`config.mk`:
```
export PLATFORM = sky130hd
export DESIGN_NAME = regfile_wb_arbiter
export DESIGN_NICKNAME = d
export VERILOG_FILES = /design/src/rtl/regfile_wb_arbiter_pkg.sv /design/src/rtl/regfile_wb_arbiter_rr_arb2.sv /design/src/rtl/regfile_wb_arbiter.sv
export SDC_FILE = /design/constraint.sdc
export NUM_CORES = 1
export LEC_CHECK = 0
export BUFFER_PORTS_ARGS = -buffer_cell sky130_fd_sc_hd__buf_2
export CAP_MARGIN = 20
export CORE_MARGIN = 3
export CORE_UTILIZATION = 48
export DETAILED_ROUTE_END_ITERATION = 8
export HOLD_SLACK_MARGIN = 0.03
export PLACE_DENSITY = 0.8
export SYNTH_ARGS = -nofsm -noshare
export SYNTH_HDL_FRONTEND = slang
export SYNTH_SLANG_ARGS = --single-unit
```
`constraint.sdc`:
```
create_clock -name clk -period 5.2 [get_ports clk]
set_input_delay 0.52 -clock clk [delete_from_list [all_inputs] [get_ports clk]]
set_output_delay 0.52 -clock clk [all_outputs]
set_load 0.01 [all_outputs]
```
`src/rtl/regfile_wb_arbiter_pkg.sv`:
```
// Shared constants for the register-file writeback arbiter.
package regfile_wb_arbiter_pkg;

    localparam int unsigned DEF_XLEN = 32;
    localparam int unsigned DEF_AW   = 5;

    localparam int unsigned REG_ZERO = 0;

    localparam logic REQ0 = 1'b0;
    localparam logic REQ1 = 1'b1;

endpackage

```
`src/rtl/regfile_wb_arbiter_rr_arb2.sv`:
```
// Two-input round-robin arbiter: combinational one-hot grant from valids and last grant.
module rr_arb2
    import regfile_wb_arbiter_pkg::*;
(
    input  logic [1:0] valid,
    input  logic       last_grant,
    output logic [1:0] grant
);

    always_comb begin
        grant = '0;
        // Under contention, the requester that did not win last time goes next.
        if (valid[0] && (!valid[1] || last_grant == REQ1)) begin
            grant[0] = 1'b1;
        end else if (valid[1]) begin
            grant[1] = 1'b1;
        end
    end

endmodule

```
`src/rtl/regfile_wb_arbiter.sv`:
```
// Shares the register-file write port between two writeback sources and
// tracks registers awaiting a multi-cycle result.
module regfile_wb_arbiter
    import regfile_wb_arbiter_pkg::*;
#(
    parameter int unsigned XLEN = DEF_XLEN,
    parameter int unsigned AW   = DEF_AW
) (
    input  logic                 clk,
    input  logic                 reset,
    input  logic                 req0_valid,
    output logic                 req0_ready,
    input  logic [AW-1:0]        req0_rd,
    input  logic [XLEN-1:0]      req0_wd,
    input  logic                 req1_valid,
    output logic                 req1_ready,
    input  logic [AW-1:0]        req1_rd,
    input  logic [XLEN-1:0]      req1_wd,
    input  logic                 pend_set,
    input  logic [AW-1:0]        pend_rd,
    output logic                 rf_we,
    output logic [AW-1:0]        rf_rd,
    output logic [XLEN-1:0]      rf_wd,
    output logic [(1<<AW)-1:0]   pending
);

    logic                 last_grant;
    logic [1:0]           grant;
    logic                 xfer;
    logic [AW-1:0]        sel_rd;
    logic [XLEN-1:0]      sel_wd;
    logic [(1<<AW)-1:0]   pend_next;

    rr_arb2 u_arb (
        .valid      ({req1_valid, req0_valid}),
        .last_grant (last_grant),
        .grant      (grant)
    );

    assign req0_ready = grant[0];
    assign req1_ready = grant[1];
    assign xfer       = grant[0] | grant[1];
    assign sel_rd     = grant[1] ? req1_rd : req0_rd;
    assign sel_wd     = grant[1] ? req1_wd : req0_wd;

    // Clear before set so a fresh issue to the same register survives the writeback.
    always_comb begin
        pend_next = pending;
        if (xfer) begin
            pend_next[sel_rd] = 1'b0;
        end
        if (pend_set && pend_rd != '0) begin
            pend_next[pend_rd] = 1'b1;
        end
        pend_next[REG_ZERO] = 1'b0;
    end

    always_ff @(posedge clk or posedge reset) begin
        if (reset) begin
            rf_we      <= 1'b0;
            rf_rd      <= '0;
            rf_wd      <= '0;
            pending    <= '0;
            last_grant <= REQ1;
        end else begin
            pending <= pend_next;
            if (xfer) begin
                rf_we      <= (sel_rd != '0);
                rf_rd      <= sel_rd;
                rf_wd      <= sel_wd;
                last_grant <= grant[1] ? REQ1 : REQ0;
            end else begin
                rf_we <= 1'b0;
            end
        end
    end

endmodule

```
After elaboration in Yosys (flattened, before gate mapping)

Cells that the tools add are included.
W data, S select, Z words.

Bits in registers: 70
Bits of input ports: 84
Output and inout bits: 72

Magnitude comparators: 4
Multiplexer cells: 13
Bitwise logic cells: 4
Reduce and logical (&&, ||, !) cells: 8

Operators by type and width:

| kind                 | count |
|---|---|
| $mux W32             | 3 |
| $and A32 B32 Y32     | 1 |
| $not A32 Y32         | 1 |
| $or A32 B32 Y32      | 1 |
| $lt A5 B6 Y1 const B | 2 |
| $demux W1 S5         | 2 |
| $ge A5 B1 Y1 const B | 2 |
| $reduce_bool A5 Y1   | 2 |
| $mux W1              | 7 |
| $mux W5              | 1 |
| $logic_and A1 B1 Y1  | 4 |
| $logic_not A1 Y1     | 1 |
| $logic_or A1 B1 Y1   | 1 |
| $or A1 B1 Y1         | 1 |

Longest topological paths before layout

Depth in word-level cells: 14
Depth in mapped cells: 7
Gate-level depth less buffers: 4

Cells and area by module

Synthesis repeated with hierarchy kept, for this count alone.

Cells, all modules: 338
Area total of the unflattened synthesis: 3585.9 sq um

Modules (own cells, without submodules):

| module             | times used | cells an instance | area an instance (sq um) |
|---|---|---|---|
| regfile_wb_arbiter | 1          | 335               | 3567.2 |
| rr_arb2            | 1          | 3                 | 18.8 |

Worst setup path after synthesis

No wires, ideal clock.

Path type: input port to output port
Start: input req1_valid
End: output req0_ready
Data arrival time: 1379 ps
Slack: 3301 ps
Cell stages on the path: 6
Buffers on the path: 3
Cells stage by stage: buf_6 nand2b_1 nand2_1 buf_2 buf_1 inv_1

Cells in the longest elaborated chain, start to end: 4

RTL lines:

| element             | line                             | source |
|---|---|---|
| start: declaration  | regfile_wb_arbiter.sv:15         | `input logic req1_valid,` |
| $logic_not A1 Y1    | regfile_wb_arbiter_rr_arb2.sv:13 | `if (valid[0] && (!valid[1] \|\| last_grant == REQ1)) begin` |
| $logic_or A1 B1 Y1  | regfile_wb_arbiter_rr_arb2.sv:13 |  |
| $logic_and A1 B1 Y1 | regfile_wb_arbiter_rr_arb2.sv:13 |  |
| $mux W1             | regfile_wb_arbiter_rr_arb2.sv:13 |  |
| end: declaration    | regfile_wb_arbiter.sv:12         | `output logic req0_ready,` |

Every way passes these cells.

Worst setup path after layout

Start: input req1_valid
End: output req1_ready

Cells in the longest elaborated chain, start to end: 4

RTL lines:

| element             | line                             | source |
|---|---|---|
| $logic_not A1 Y1    | regfile_wb_arbiter_rr_arb2.sv:13 |  |
| $logic_or A1 B1 Y1  | regfile_wb_arbiter_rr_arb2.sv:13 |  |
| $logic_and A1 B1 Y1 | regfile_wb_arbiter_rr_arb2.sv:13 |  |
| $mux W1 *           | regfile_wb_arbiter_rr_arb2.sv:13 |  |
| end: declaration    | regfile_wb_arbiter.sv:16         | `output logic req1_ready,` |

Mark *: on every way between the ends. The rest lies on a longest branch, timed or not.

==> impl_metrics.py <==
metrics = {
    "status": {
        "outcome": "completed",
    },
    "sta": {
        "fin_worst_skew_ns": 0.00493,
        "slew_headroom_pct": 34.1,
        "grt_setup_unrepaired": "no",
        "fmax_mhz": 350,
        "drv_slew": 0,
        "fin_crit_ns": 2.86,
        "worst_pin_slew_ns": 0.989,
        "hold_viol": 0,
        "tns_ns": 0,
        "final-setup-viol-count": 0,
        "finalCritPeriodShare_pct": 55.0,
    },
    "floorplanning": {
        "core_area_sq_um": 6910,
        "dieArea_sq_um": 8300,
        "io_pins": 156,
        "rows": 30,
        "die_w_um": 91.1,
        "start_util_pct": 50.3,
        "die_y_um": 91.1,
    },
    "worst_setup_path": {
        "arrival_ns": 2.34,
        "crit_start": "req1_valid",
        "rr_startpoint": "last_grant",
        "crit_fanout": 36,
        "setup.worst_path.class": "input pin to output port",
        "end_kind": "output port",
        "cp.required_ns": 4.68,
        "critPathLaunchType": "input pin",
    },
    "logic_synthesis": {
        "synth_seq_area_share_pct": 50.4,
        "synth_area_sq_um": 3480,
        "yosysTopAreaCellShare_pct": 49.7,
        "synth.most_common_cell": "dfrtp_1",
        "yosys-top-cells-area": "dfrtp_1, mux2i_1, a21oi_1",
        "ys.flop_type": "dfrtp_1",
        "postSynthCellCount": 350,
        "synth-warning-count": 0,
        "synth-async-reset-ratio_pct": 100,
        "synth-seq-cells": 70,
        "syn-num-nets": 434,
        "synth_edf_count": 0,
        "synth.distinct_cells": 36,
        "post_synth.cell_area_avg_sq_um": 9.93,
        "synthTopCellsByCount": "dfrtp_1, a21oi_1, mux2i_1",
        "synth.largest_area_cell": "dfrtp_1",
    },
    "routing": {
        "drt_pass1_iterations": 4,
        "viasPerCell": 5.36,
        "post-route-drc-count": 0,
        "ant_nets": 0,
        "drt-wirelength-per-cell_um": 15.9,
        "drt_wl_total_mm": 9.47,
        "drt_iter0_markers": 175,
        "via_count": 3201,
    },
    "cells_and_area": {
        "fin_nets": 580,
        "area_delta_synth_final_pct": 29.3,
        "layout-drive-gt1-share_pct": 37.3,
        "fin_area_sq_um": 4490,
        "diodes": 0,
        "fill_cells": 593,
        "multi_input_area_sq_um": 1510,
        "finalNonFillerCells": 597,
        "seqCellArea_sq_um": 1750,
    },
    "global_route": {
        "grt_usage_pct": 23.1,
        "grt_pass1_wl_mm": 15.5,
        "grt_max_degree": 71,
        "antenna_found_initial": 0,
        "grt_overflow": 0,
        "grt_pass1_vias": 3328,
    },
    "clocking": {
        "numCtsBuffers": 9,
        "post_cts_resize_count": 0,
        "cts_buffer_depth": 2,
        "htreeDepth": 3,
        "root_buffer": "clkbuf_8",
        "cts_tree": "done",
        "cts_sinks": 70,
        "ctsHoldBuffers": 0,
        "path_clk_slew_ns": 0.08,
        "clk_latency_ns": 0.34,
        "post_cts.repair.setup_buffers": 0,
    },
    "power": {
        "pwr_density_cell_nw_per_um2": 363,
        "p_leak_uw": 0.00220,
        "p_total_uw": 1630,
        "ir_worst_vdd_mv": 0.167,
    },
    "placement": {
        "post-place-cells": 580,
        "dp_hpwl_mm": 6.94,
        "dpl_cell_area_sq_um": 4260,
        "port_buffers": 154,
        "place.gp.congestion": 0.860,
    },
    "min_path": {
        "hold_class": "input pin to flop",
        "holdCritStartpoint": "req0_wd[13]",
    },
    "job": {
        "drv_cap": 0,
    },
}
## logic make-up (layout without fill, tap and decap cells)
kind of cell           count (synthesis)  after routing  synth area share, %
AO/OA/AOI/OAI                        102            102                 16.6
AND/OR/NAND/NOR                       85             85                 13.1
flip-flops                            70             70                 50.4
other                                  1              1                0.108
multiplexers                          45             45                 13.6
buffers and inverters                 47            198                 6.19
## flip-flops by register name, indices dropped and copies added (netlist names)
register	flops
last_grant	1
pending	31
rf_rd	5
rf_wd	32
rf_we	1
## final timing paths
path / endpoint / slack (ns) / depth (start not counted)
setup / recovery: req1_ready / 2.34 / 3
hold / removal: rf_wd[13] / 0.43 / 3
setup reg to reg: pending[25] / 3.23 / 4
hold reg to reg: rf_rd[4] / 0.49 / 2
max in group asynchronous: pending[9] / 4.19 / 3
min in group asynchronous: rf_wd[12] / 0.44 / 3
## final cells by class
class / instances / share of cell area (%)
tap: 96 / 2.67
clock inverter: 7 / 2.20
multi-input combinational: 233 / 33.6
sequential: 70 / 39.0
timing repair buffer: 157 / 17.7
clock buffer: 9 / 2.76
inverter: 25 / 2.09
## stage by stage
step                      hold slack [ns]  setup WS, ns  utilization (%)
after floorplan                     0.496          2.91                -
after global placement              0.469          2.26             61.7
after detailed placement            0.474          2.24             61.7
after CTS                           0.410          2.32             65.0
after global routing                0.426          2.22             65.1
final                               0.428          2.34             65.1
## cell usage in the layout, fill, tap and decap left out, types with 3 or more instances in the layout
master	Yosys	final
mux2i_1	40	40
dfrtp_1	69	69
mux2_2	3	3
nor3b_1	6	6
buf_4	1	3
buf_2	7	154
o21ai_0	5	5
o21ai_1	7	7
nand2b_1	3	3
clkbuf_8	0	9
a21oi_1	57	57
nand2_1	9	8
o22ai_1	23	23
o31ai_1	8	8
nand3_1	5	5
inv_1	25	24
nand3b_1	11	11
clkinv_4	0	3
nor2_1	39	39
## power by group
group          total (uW)  internal, uW  switching [uW]  leakage (uW)
clock                 481           271             210      0.000109
combinational         429           184             245       0.00129
sequential            722           658            64.2      0.000801
total                1630          1110             519       0.00220
## critical path: stages
cell and delay [ns]:
buf_2 0.74, a21boi_4 0.80, buf_2 0.27
## per-layer routing
layer	track usage, %	vias to the layer above	part of all wire [%]
li1	-	1524	-
met1	27.6	1508	39
met2	39.5	154	51
met3	7.13	15	9.0
met4	8.04	0	1.5
met5	0	-	0
(Power assumes the default switching activity.)
